`src/rtl/board_clock_reset_sequencer.sv`:
```
// Brings up the two board PLLs and releases the memory, TMDS and system resets in order.
// Optional PLL_LOCK_WATCHDOG_EN adds lock timeout, bounded PLL retries and a FAULT latch.
module board_clock_reset_sequencer #(
  parameter int unsigned PLL_RST_CYCLES      = 32,
  parameter int unsigned LOCK_STABLE_CYCLES  = 2700,
  parameter int unsigned STAGE_GAP_CYCLES    = 16,
  parameter int unsigned LOCK_TIMEOUT_CYCLES = 27000,
  parameter int unsigned MAX_RETRY           = 7
) (
  input  logic       CLK_27M,
  input  logic       RESET_n,
  input  logic       PLL_LOCK_MEM,
  input  logic       PLL_LOCK_TMDS,
  output logic       PLL_RESET,
  output logic       MEM_RESET_n,
  output logic       TMDS_RESET_n,
  output logic       SYS_RESET_n,
  output logic [2:0] RETRY_COUNT,
  output logic       FAULT
);

  localparam int unsigned RstW = $clog2(PLL_RST_CYCLES + 1);
  localparam int unsigned StbW = $clog2(LOCK_STABLE_CYCLES + 1);
  localparam int unsigned GapW = $clog2(STAGE_GAP_CYCLES + 1);

  typedef enum logic [2:0] {
    StPllRst, StWaitLock, StStable, StRelMem, StRelTmds, StRun, StFault
  } state_e;

  state_e            state_q;
  logic [RstW-1:0]   rst_cnt_q;
  logic [StbW-1:0]   stable_cnt_q;
  logic [GapW-1:0]   gap_cnt_q;
  logic              mem_s1_q, mem_s2_q, tmds_s1_q, tmds_s2_q;
  logic              lock_ok;

  assign lock_ok = mem_s2_q & tmds_s2_q;

  always_ff @(posedge CLK_27M) begin
    if (!RESET_n) begin
      mem_s1_q  <= 1'b0;
      mem_s2_q  <= 1'b0;
      tmds_s1_q <= 1'b0;
      tmds_s2_q <= 1'b0;
    end else begin
      mem_s1_q  <= PLL_LOCK_MEM;
      mem_s2_q  <= mem_s1_q;
      tmds_s1_q <= PLL_LOCK_TMDS;
      tmds_s2_q <= tmds_s1_q;
    end
  end

`ifdef PLL_LOCK_WATCHDOG_EN
  localparam int unsigned ToW = $clog2(LOCK_TIMEOUT_CYCLES + 1);
  logic [ToW-1:0] to_cnt_q;
  logic [2:0]     retry_next;
  assign retry_next = (RETRY_COUNT == 3'd7) ? 3'd7 : RETRY_COUNT + 3'd1;
`else
  logic unused_cfg;
  assign unused_cfg  = ^{32'(LOCK_TIMEOUT_CYCLES), 32'(MAX_RETRY)};
  assign RETRY_COUNT = 3'd0;
  assign FAULT       = 1'b0;
`endif

  always_ff @(posedge CLK_27M) begin
    if (!RESET_n) begin
      state_q      <= StPllRst;
      rst_cnt_q    <= '0;
      stable_cnt_q <= '0;
      gap_cnt_q    <= '0;
      PLL_RESET    <= 1'b1;
      MEM_RESET_n  <= 1'b0;
      TMDS_RESET_n <= 1'b0;
      SYS_RESET_n  <= 1'b0;
`ifdef PLL_LOCK_WATCHDOG_EN
      to_cnt_q     <= '0;
      RETRY_COUNT  <= 3'd0;
      FAULT        <= 1'b0;
`endif
    end else begin
      case (state_q)
        StPllRst: begin
          if (rst_cnt_q == RstW'(PLL_RST_CYCLES - 1)) begin
            state_q   <= StWaitLock;
            PLL_RESET <= 1'b0;
`ifdef PLL_LOCK_WATCHDOG_EN
            to_cnt_q  <= '0;
`endif
          end else begin
            rst_cnt_q <= rst_cnt_q + RstW'(1);
          end
        end
        // The timeout spans both lock states and takes priority over lock progress.
        StWaitLock, StStable: begin
`ifdef PLL_LOCK_WATCHDOG_EN
          to_cnt_q <= to_cnt_q + ToW'(1);
          if (to_cnt_q == ToW'(LOCK_TIMEOUT_CYCLES - 1)) begin
            RETRY_COUNT <= retry_next;
            PLL_RESET   <= 1'b1;
            if (retry_next >= 3'(MAX_RETRY)) begin
              state_q <= StFault;
              FAULT   <= 1'b1;
            end else begin
              state_q   <= StPllRst;
              rst_cnt_q <= '0;
            end
          end else
`endif
          if (state_q == StWaitLock) begin
            if (lock_ok) begin
              state_q      <= StStable;
              stable_cnt_q <= '0;
            end
          end else if (!lock_ok) begin
            state_q      <= StWaitLock;
            stable_cnt_q <= '0;
          end else if (stable_cnt_q == StbW'(LOCK_STABLE_CYCLES - 1)) begin
            state_q     <= StRelMem;
            MEM_RESET_n <= 1'b1;
            gap_cnt_q   <= '0;
          end else begin
            stable_cnt_q <= stable_cnt_q + StbW'(1);
          end
        end
        StRelMem, StRelTmds, StRun: begin
          if (!lock_ok) begin
            // Lock loss restarts the PLLs without counting as a retry.
            state_q      <= StPllRst;
            rst_cnt_q    <= '0;
            PLL_RESET    <= 1'b1;
            MEM_RESET_n  <= 1'b0;
            TMDS_RESET_n <= 1'b0;
            SYS_RESET_n  <= 1'b0;
          end else if (state_q != StRun) begin
            if (gap_cnt_q == GapW'(STAGE_GAP_CYCLES - 1)) begin
              gap_cnt_q <= '0;
              if (state_q == StRelMem) begin
                state_q      <= StRelTmds;
                TMDS_RESET_n <= 1'b1;
              end else begin
                state_q     <= StRun;
                SYS_RESET_n <= 1'b1;
              end
            end else begin
              gap_cnt_q <= gap_cnt_q + GapW'(1);
            end
          end
        end
        StFault: begin
        end
        default: begin
          state_q      <= StPllRst;
          rst_cnt_q    <= '0;
          PLL_RESET    <= 1'b1;
          MEM_RESET_n  <= 1'b0;
          TMDS_RESET_n <= 1'b0;
          SYS_RESET_n  <= 1'b0;
        end
      endcase
    end
  end

endmodule

```
`config.mk`:
```
export PLATFORM = sky130hd
export DESIGN_NAME = board_clock_reset_sequencer
export DESIGN_NICKNAME = d
export VERILOG_FILES = /design/src/rtl/board_clock_reset_sequencer.sv
export SDC_FILE = /design/constraint.sdc
export NUM_CORES = 1
export LEC_CHECK = 0
export CORE_ASPECT_RATIO = 0.7
export CORE_MARGIN = 4
export CORE_UTILIZATION = 57
export CTS_CLUSTER_DIAMETER = 120
export CTS_CLUSTER_SIZE = 20
export DETAILED_ROUTE_END_ITERATION = 12
export PLACE_DENSITY_LB_ADDON = 0.12
export SYNTH_ARGS = -nofsm -noshare
export SYNTH_HDL_FRONTEND = slang
export SYNTH_SLANG_ARGS = --single-unit
```
`constraint.sdc`:
```
create_clock -name CLK_27M -period 3.9 [get_ports CLK_27M]
set_input_delay 0.39 -clock CLK_27M [delete_from_list [all_inputs] [get_ports CLK_27M]]
set_output_delay 0.39 -clock CLK_27M [all_outputs]
set_load 0.05 [all_outputs]
```
==> results of run 1 <==
## critical path, cell delays in order, from the launching register on
cell      delay (ns)
dfxtp_1         0.42
ha_1            0.26
or4bb_1         0.54
nor3_4          0.34
o211ai_2        0.22
o211ai_1        0.25
o41ai_2         0.10
## metrics by stage
step / area (um^2) / std cells
after floorplan: 1910 / 228
after global placement: 1960 / 258
after detailed placement: 1960 / 258
after CTS: 2060 / 266
after global routing: 2060 / 266
final: 2060 / 266
## flip-flops by register name (all words and copies together) (netlist names)
signal,flops
stable_cnt_q,12
rst_cnt_q,6
gap_cnt_q,5
state_q,3
MEM_RESET_n,1
PLL_RESET,1
SYS_RESET_n,1
TMDS_RESET_n,1
mem_s1_q,1
mem_s2_q,1
tmds_s1_q,1
tmds_s2_q,1
## synthesized netlist by cell type, types with 5 or more instances
library cell and n:
dfxtp_1 34, nand3_1 16, o21ai_0 8, a31oi_1 5, clkbuf_1 8, nand2_1 14
a21oi_1 22, nor2_1 17, nand2b_1 7, inv_1 6, and2_1 7
## report_power, final
group	switching [mW]	total, mW	internal, mW	leakage, nW
clock network	0.130	0.318	0.188	0.0579
logic	0.0206	0.0285	0.00790	0.401
registers	0.00334	0.355	0.352	0.275
## cells by family (layout without fill, tap and decap cells)
logic type	Yosys count	count (layout)	synth area share (%)
XOR/XNOR	4	4	1.84
multiplexers	2	2	1.05
AND/OR/NAND/NOR	90	90	27.1
AO/OA/AOI/OAI	70	70	26.9
flip-flops	34	34	35.8
other	1	4	0.197
buffers and inverters	21	21	5.13
adder cells (fa/ha/maj)	3	3	1.97
## layer usage
layer | up-vias | global-route usage (%) | share of wire, %
li1 | 828 | - | -
met1 | 758 | 28.4 | 48
met3 | 7 | 4.81 | 8.4
met4 | 0 | 12.2 | 2.6
met5 | - | 0 | 0
met2 | 59 | 26.8 | 41
## path summary, 6_finish.rpt
path                                       from      endpoint  slack [ns]  cells after the start
worst min register to register        tmds_s1_q     tmds_s2_q        0.44                      1
worst max-delay path            stable_cnt_q[0]  gap_cnt_q[2]        1.65                      6
worst max register to register  stable_cnt_q[0]  gap_cnt_q[2]        1.65                      6
worst min-delay path                  tmds_s1_q     tmds_s2_q        0.44                      1
## area by class of cell
type	count	area, um^2	area share (%)
inverters	6	22.5	1.09
clock buffers	5	68.8	3.33
flip-flops and latches	34	681	33.0
repair buffers	7	70.1	3.39
multi-input cells	173	1130	55.0
well taps	38	47.5	2.30
clock inverters	3	40.0	1.94
==> results.py, run 1 <==
metrics = {
    "final_layout": {
        "fin_util_pct": 65.1,
        "layout_commonest_cell": "dfxtp_1",
        "fillers": 260,
        "antenna_cells": 0,
        "nets": 234,
        "drive_gt1_share_pct": 9.21,
        "syn_to_final_growth_pct": 8.55,
        "final_cell_mix": "dfxtp_1, a21oi_1, nor2_1",
    },
    "synth": {
        "seq_area_frac_synth_pct": 35.8,
        "synth_edf_count": 0,
        "synth_top_cell_area_share_pct": 35.8,
        "syn_inst": 225,
        "ys.flop_type": "dfxtp_1",
        "yosysTopAreaCell": "dfxtp_1",
        "synth.distinct_cells": 51,
        "netlist_area_um2": 1900,
        "ys_ff_latch": 34,
        "syn_area_per_cell_um2": 8.45,
        "yosys_warnings": 0,
        "yosys-top-cells-area": "dfxtp_1, a21oi_1, nand3_1, nor2_1, nand2_1",
        "async_reset_ff_share_pct": 0,
    },
    "drt": {
        "drc": 0,
        "drt_iter0_markers": 154,
        "viasPerCell": 6.21,
        "drt_pass1_iterations": 4,
        "vias": 1652,
        "route.antenna.remaining_nets": 0,
        "wire_per_inst_um": 14.9,
        "wl_mm": 3.96,
    },
    "cts": {
        "cts_hold_buf": 0,
        "clk_pin_slew_ns": 0.07,
        "clock_path_buffers": 2,
        "cts_setup_buffers": 0,
        "ctsResizeCount": 0,
        "htreeDepth": 2,
        "cts_buffers": 5,
        "root_buffer": "clkbuf_8",
        "cts_sinks": 34,
        "cts_tree": "yes",
        "insertion_delay_ns": 0.30,
    },
    "timing": {
        "setup_viol_count_final": 0,
        "setup_tns_ns": 0,
        "fmax_ghz": 0.444,
        "rsz0062_at_grt": "no",
        "slew_violations": 0,
        "hold_viol_final": 0,
        "finalCritPeriodShare_pct": 57.8,
        "post-route-min-period_ns": 2.25,
        "maxSlewHeadroom_pct": 58.6,
        "worst_slack_ns": 1.65,
        "tightest_slew_ns": 0.614,
        "clock_skew_ns": 0.00795,
        "holdWs_ns": 0.442,
    },
    "grt": {
        "grt_pass1_vias": 1432,
        "grt_overflow": 0,
        "grt_antenna_before_repair": 0,
        "grt_pass1_wl_mm": 6.72,
        "grt_max_degree": 19,
        "grtUsageTotal_pct": 19.9,
    },
    "power_and_ir_drop": {
        "p_total_mw": 0.702,
        "leakagePower_nw": 0.734,
        "peakVddDrop_v": 0.000235,
        "cellPowerDensity_nw_per_um2": 340,
    },
    "die": {
        "die_width_um": 77.0,
        "design.core.area_um2": 3170,
        "num_rows": 17,
        "die_h_um": 56.3,
        "start_util_pct": 60.0,
        "io_pins": 12,
        "die_area_um2": 4340,
    },
    "worst_setup_path": {
        "end_kind": "register",
        "startpoint_type": "register",
        "crit_fanout": 9,
        "required_ns": 4.07,
        "cp.arrival_ns": 2.42,
        "path_class": "register to register",
    },
    "run_status": {
        "status": "finished, final reports clean",
    },
    "placed_design": {
        "hpwl_mm": 2.90,
        "post-place-ws_ns": 1.64,
        "globalplace.congestion": 0.868,
        "port_buffers": 7,
    },
    "job": {
        "drv_cap": 0,
    },
    "min_path": {
        "hold_path.class": "register to register",
    },
}
(Power assumes the default switching activity.)
==> run 2, diff against run 1 <==
--- a/config.mk
+++ b/config.mk
@@ -7,7 +7,7 @@
 export LEC_CHECK = 0
 export CORE_ASPECT_RATIO = 0.7
 export CORE_MARGIN = 4
-export CORE_UTILIZATION = 57
+export CORE_UTILIZATION = 53
 export CTS_CLUSTER_DIAMETER = 120
 export CTS_CLUSTER_SIZE = 20
 export DETAILED_ROUTE_END_ITERATION = 12
==> constraint.sdc (replaced) <==
create_clock -name CLK_27M -period 2 [get_ports CLK_27M]
set_input_delay 0.2 -clock CLK_27M [delete_from_list [all_inputs] [get_ports CLK_27M]]
set_output_delay 0.2 -clock CLK_27M [all_outputs]
set_load 0.05 [all_outputs]
==> run 2 against run 1 <==
  * First-iteration DRC count shrank 7.8%
  * Global-route usage grew 1.2 points
  * Via count grew 9.3%
  * Maximum frequency grew 16%
  * Highest routed layer unchanged
  * Flip-flop and latch count is the same
  * Combinational power grew 120%
  * Die area grew 6.6%
  * Cell area grew 11%
  * Register-to-register slack lost 1.6 ns
  * Critical path depth grew 1
==> results.py, run 2 (synthesis gave the netlist of run 1 again) <==
metrics = {
    "placed_design": {
        "placed_cell_area_um2": 2150,
        "hpwl_mm": 3.37,
        "port_buffers": 7,
        "globalplace.congestion": 0.858,
    },
    "worst_setup_path": {
        "startpoint_type": "register",
        "cp_slowest_stage_delay_ns": 0.53,
        "cp.arrival_ns": 2.16,
        "crit_chain": "ha_4 -> or4bb_4 -> nor3_4 -> buf_12 -> a21o_2 -> a21oi_1 -> a211oi_2",
        "crit_fanout": 7,
        "end_kind": "register",
        "crit_path_top_delay_cell": "or4bb_4",
        "critPathTopFamily": "simple AND/OR/NAND/NOR gates",
        "path_class": "register to register",
        "path_buf_inv": 1,
        "required_ns": 2.22,
        "r2r_slack_ns": 0.06,
    },
    "cts": {
        "cts_buffers": 5,
        "clock_path_buffers": 2,
        "htreeDepth": 2,
        "insertion_delay_ns": 0.29,
        "cts_tree": "yes",
        "clk_pin_slew_ns": 0.07,
        "cts_sinks": 34,
        "root_buffer": "clkbuf_8",
    },
    "final_layout": {
        "layout_commonest_cell": "dfxtp_1",
        "antenna_cells": 0,
        "finish.instance_area_um2": 2280,
        "fillers": 257,
        "drive_gt1_share_pct": 20.8,
        "final_cell_mix": "dfxtp_1, a21oi_1, buf_4",
        "multi_input_area_um2": 1180,
        "register_area_um2": 689,
        "regMostFlops": "stable_cnt_q",
        "top_regs": "stable_cnt_q: 12 flops, rst_cnt_q: 6 flops, gap_cnt_q: 5 flops",
        "largest_register_ffs": 12,
        "nets": 257,
        "syn_to_final_growth_pct": 20.1,
    },
    "run_status": {
        "status": "finished, final reports clean",
    },
    "drt": {
        "drc": 0,
        "vias": 1806,
        "wl_mm": 4.66,
        "wire_per_inst_um": 15.7,
        "drt_iter0_markers": 142,
        "drt_pass1_iterations": 4,
        "viasPerCell": 6.08,
        "route.antenna.remaining_nets": 0,
    },
    "timing": {
        "clock_skew_ns": 0.0101,
        "slew_violations": 0,
        "setup_tns_ns": 0,
        "fmax_ghz": 0.516,
        "setup_viol_count_final": 0,
        "holdWs_ns": 0.437,
        "post-route-min-period_ns": 1.94,
        "maxSlewHeadroom_pct": 66.3,
        "finalCritPeriodShare_pct": 96.8,
        "tightest_slew_ns": 0.505,
        "hold_viol_final": 0,
    },
    "grt": {
        "grt_max_degree": 16,
        "grt_pass1_wl_mm": 7.50,
        "grt_overflow": 0,
        "grt_antenna_before_repair": 0,
        "grtUsageTotal_pct": 21.1,
        "grt_pass1_vias": 1630,
    },
    "job": {
        "drv_cap": 0,
    },
    "min_path": {
        "hold_path.class": "register to register",
    },
    "die": {
        "die_area_um2": 4630,
        "die_width_um": 79.6,
        "num_rows": 17,
        "design.core.area_um2": 3300,
        "die_h_um": 58.1,
        "start_util_pct": 57.7,
        "io_pins": 12,
    },
    "power_and_ir_drop": {
        "leakagePower_nw": 0.840,
        "comb_power_share_pct": 5.1,
        "intPower_mw": 0.940,
        "power_switching_mw": 0.293,
        "netSwitchingFraction_pct": 23.7,
        "cellPowerDensity_nw_per_um2": 540,
        "seqPwrFrac_pct": 56.3,
        "peakVddDrop_v": 0.000442,
        "power.share.clock_pct": 38.5,
    },
}
[run 2: cell count changes in the layout (fill, tap and decap cells not counted), sizes merged]
cell,previous run,this run
bufinv,1,0
buf,0,23
[run 2: metal layers]
layer	wire (um)	global-route usage, %	part of all wire, %	vias to the layer above
met1	2270	28.7	49	872
met3	249	5.12	5.3	9
li1	-	-	-	874
met4	80	8.82	1.7	0
met5	0	0	0	-
met2	2050	32.0	44	51
[run 2: area by class of cell]
cell class | instances | share of cell area, %
clock buffers | 5 | 3.01
well taps | 47 | 2.57
inverters | 6 | 0.986
flip-flops and latches | 34 | 30.2
multi-input cells | 173 | 51.6
repair buffers | 30 | 11.2
clock inverters | 2 | 0.438
[run 2: stage by stage]
stage               instances  setup WS, ns  power [mW]  util [%]
finish                    297        0.0632        1.23      69.3
detailed placement        288       -0.0545       0.770      65.3
CTS                       295     -0.000691        1.24      67.7
global route              297       -0.0106        1.28      69.3
global placement          288       0.00836       0.767      65.3
floorplan                 228       -0.0102       0.756         -
[run 2: worst register-to-register path: stages (launching register included)]
cell and delay [ns]:
dfxtp_2 0.35, ha_4 0.13, or4bb_4 0.53, nor3_4 0.21
buf_12 0.15, a21o_2 0.21, a21oi_1 0.08, a211oi_2 0.21
[run 2: power by group through the flow]
stage / clock network (mW) / logic (mW) / registers (mW)
after floorplan: 0 / 0.0494 / 0.706
after global placement: 0 / 0.0593 / 0.707
after detailed placement: 0 / 0.0617 / 0.708
after CTS: 0.483 / 0.0617 / 0.693
after global routing: 0.512 / 0.0692 / 0.695
final: 0.475 / 0.0633 / 0.695
[run 2: timing repair]
item | 4_1_cts | 5_1_grt
buffers inserted | 0 | 2
hold buffers | 0 | 0
pin swaps | 4 | 6
gates resized for setup | 1 | 5
setup endpoints to repair | 5 | 7
[run 2: worst paths after layout]
path / from / to / cells past startpoint
setup / recovery: stable_cnt_q[1] / stable_cnt_q[10] / 7
hold / removal: mem_s1_q / mem_s2_q / 1
hold reg to reg: mem_s1_q / mem_s2_q / 1
setup reg to reg: stable_cnt_q[1] / stable_cnt_q[10] / 7
==> run 3, diff against run 2 <==
--- a/config.mk
+++ b/config.mk
@@ -12,6 +12,7 @@
 export CTS_CLUSTER_SIZE = 20
 export DETAILED_ROUTE_END_ITERATION = 12
 export PLACE_DENSITY_LB_ADDON = 0.12
+export SKIP_LAST_GASP = 1
 export SYNTH_ARGS = -nofsm -noshare
 export SYNTH_HDL_FRONTEND = slang
 export SYNTH_SLANG_ARGS = --single-unit
==> run 3 against run 2 <==
  * Power about the same
  * Critical path depth unchanged
  * Register-to-register slack barely moved
  * Cell area decreased by 0.11%
  * Critical path type unchanged
  * Wire length about the same
  * Hold slack is essentially flat
  * Flip-flop and latch count unchanged
  * Clock skew stayed put
  * Global-route usage is the same
==> results.py, run 3 (synthesis gave the netlist of run 1 again) <==
metrics = {
    "grt": {
        "grtUsageTotal_pct": 21.1,
        "grt_max_degree": 16,
        "grt_antenna_before_repair": 0,
        "grt_overflow": 0,
        "grt_pass1_vias": 1630,
        "grt_pass1_wl_mm": 7.50,
    },
    "timing": {
        "slew_violations": 0,
        "tightest_slew_ns": 0.505,
        "maxSlewHeadroom_pct": 66.3,
        "finalCritPeriodShare_pct": 96.8,
        "hold_viol_final": 0,
        "rsz0062_at_grt": "yes",
        "setup_viol_count_final": 0,
        "clock_skew_ns": 0.0101,
        "fmax_ghz": 0.516,
        "post-route-min-period_ns": 1.94,
    },
    "job": {
        "drv_cap": 0,
    },
    "worst_setup_path": {
        "cp_slowest_stage_delay_ns": 0.53,
        "end_kind": "register",
        "timing.rr.start": "stable_cnt_q[1]",
        "path_buf_inv": 1,
        "path_class": "register to register",
        "startpoint_type": "register",
        "r2r-end": "stable_cnt_q[10]",
        "critPathTopFamily": "simple AND/OR/NAND/NOR gates",
        "r2r_slack_ns": 0.06,
        "cp.arrival_ns": 2.16,
        "crit_path_top_delay_cell": "or4bb_4",
        "r2r_cells": 7,
        "crit_cells": 7,
        "required_ns": 2.22,
        "crit_chain": "ha_4 -> or4bb_4 -> nor3_4 -> buf_12 -> a21o_2 -> a21oi_1 -> a211oi_2",
        "crit_fanout": 7,
    },
    "cts": {
        "insertion_delay_ns": 0.29,
        "clk_pin_slew_ns": 0.07,
        "cts_sinks": 34,
        "htreeDepth": 2,
        "root_buffer": "clkbuf_8",
        "clock_path_buffers": 2,
        "cts_tree": "yes",
        "cts_buffers": 5,
    },
    "final_layout": {
        "syn_to_final_growth_pct": 20.0,
        "largest_register_ffs": 12,
        "fin_cells": 297,
        "final_cell_mix": "dfxtp_1, a21oi_1, buf_4",
        "antenna_cells": 0,
        "regMostFlops": "stable_cnt_q",
        "fin_util_pct": 69.2,
        "layout_commonest_cell": "dfxtp_1",
        "nets": 257,
        "top_regs": "stable_cnt_q: 12 flops, rst_cnt_q: 6 flops, gap_cnt_q: 5 flops",
        "drive_gt1_share_pct": 20.4,
    },
    "placed_design": {
        "hpwl_mm": 3.37,
        "globalplace.congestion": 0.858,
        "placed_cells_incl_taps": 288,
        "port_buffers": 7,
    },
    "die": {
        "io_pins": 12,
        "die_area_um2": 4630,
        "num_rows": 17,
        "die_h_um": 58.1,
        "design.core.area_um2": 3300,
        "start_util_pct": 57.7,
        "die_width_um": 79.6,
    },
    "drt": {
        "drc": 0,
        "vias": 1803,
        "viasPerCell": 6.07,
        "wl_mm": 4.66,
        "wire_per_inst_um": 15.7,
        "drt_iter0_markers": 141,
        "drt_pass1_iterations": 4,
        "route.antenna.remaining_nets": 0,
    },
    "min_path": {
        "min_from": "mem_s1_q",
        "holdPathStages": 1,
        "hold_end": "mem_s2_q",
        "hold_path.class": "register to register",
    },
    "power_and_ir_drop": {
        "peakVddDrop_v": 0.000442,
        "cellPowerDensity_nw_per_um2": 540,
        "leakagePower_nw": 0.839,
    },
    "run_status": {
        "status": "finished, final reports clean",
    },
}
==> run 3: where the power goes <==
group          leakage, nW  switching (mW)  internal, mW
clock               0.0438           0.242         0.233
combinational        0.517          0.0421        0.0212
sequential           0.278         0.00873         0.686
==> run 3: stage by stage <==
stage / worst slack [ns] / hold slack, ns / power (mW) / area [um^2] / TNS [ns]
6_report: 0.0632 / 0.437 / 1.23 / 2280 / 0
5_1_grt: -0.0253 / 0.469 / 1.28 / 2280 / -0.0253
4_1_cts: -0.000691 / 0.444 / 1.24 / 2230 / -0.000691
3_5_place_dp: -0.0545 / 0.428 / 0.770 / 2150 / -0.0712
3_3_place_gp: 0.00836 / 0.419 / 0.767 / 2150 / 0
2_1_floorplan: -0.0102 / 0.327 / 0.756 / 1940 / -0.0102
==> run 3: worst max path at each step <==
stage | from | endpoint | slack, ns
after CTS | stable_cnt_q[1] | gap_cnt_q[2] | -0.0007
after global routing | stable_cnt_q[1] | gap_cnt_q[3] | -0.03
final | stable_cnt_q[1] | stable_cnt_q[10] | 0.06
after global placement | rst_cnt_q[1] | rst_cnt_q[5] | 0.008
after detailed placement | stable_cnt_q[1] | gap_cnt_q[2] | -0.05
after floorplan | rst_cnt_q[1] | rst_cnt_q[5] | -0.01
==> run 3: timing repair <==
item,4_1_cts,5_1_grt
setup endpoints to repair,5,7
resized for setup,1,4
pin swaps,4,6
setup buffers,0,2
hold buffers,0,0
==> run 3: area by class of cell <==
| class | count | area [um^2] |
|---|---|---|
| Clock buffer | 5 | 68.8 |
| Tap cell | 47 | 58.8 |
| Sequential cell | 34 | 689 |
| Fill cell | 258 | 1010 |
| Multi-Input combinational cell | 173 | 1180 |
| Inverter | 6 | 22.5 |
| Timing Repair Buffer | 30 | 255 |
| Clock inverter | 2 | 10.0 |
==> run 3: layer usage <==
layer	up-vias	global-route usage, %	part of all wire (%)
li1	873	-	-
met1	870	28.7	49
met2	51	32.0	44
met3	9	5.12	5.3
met4	0	8.82	1.7
met5	-	0	0
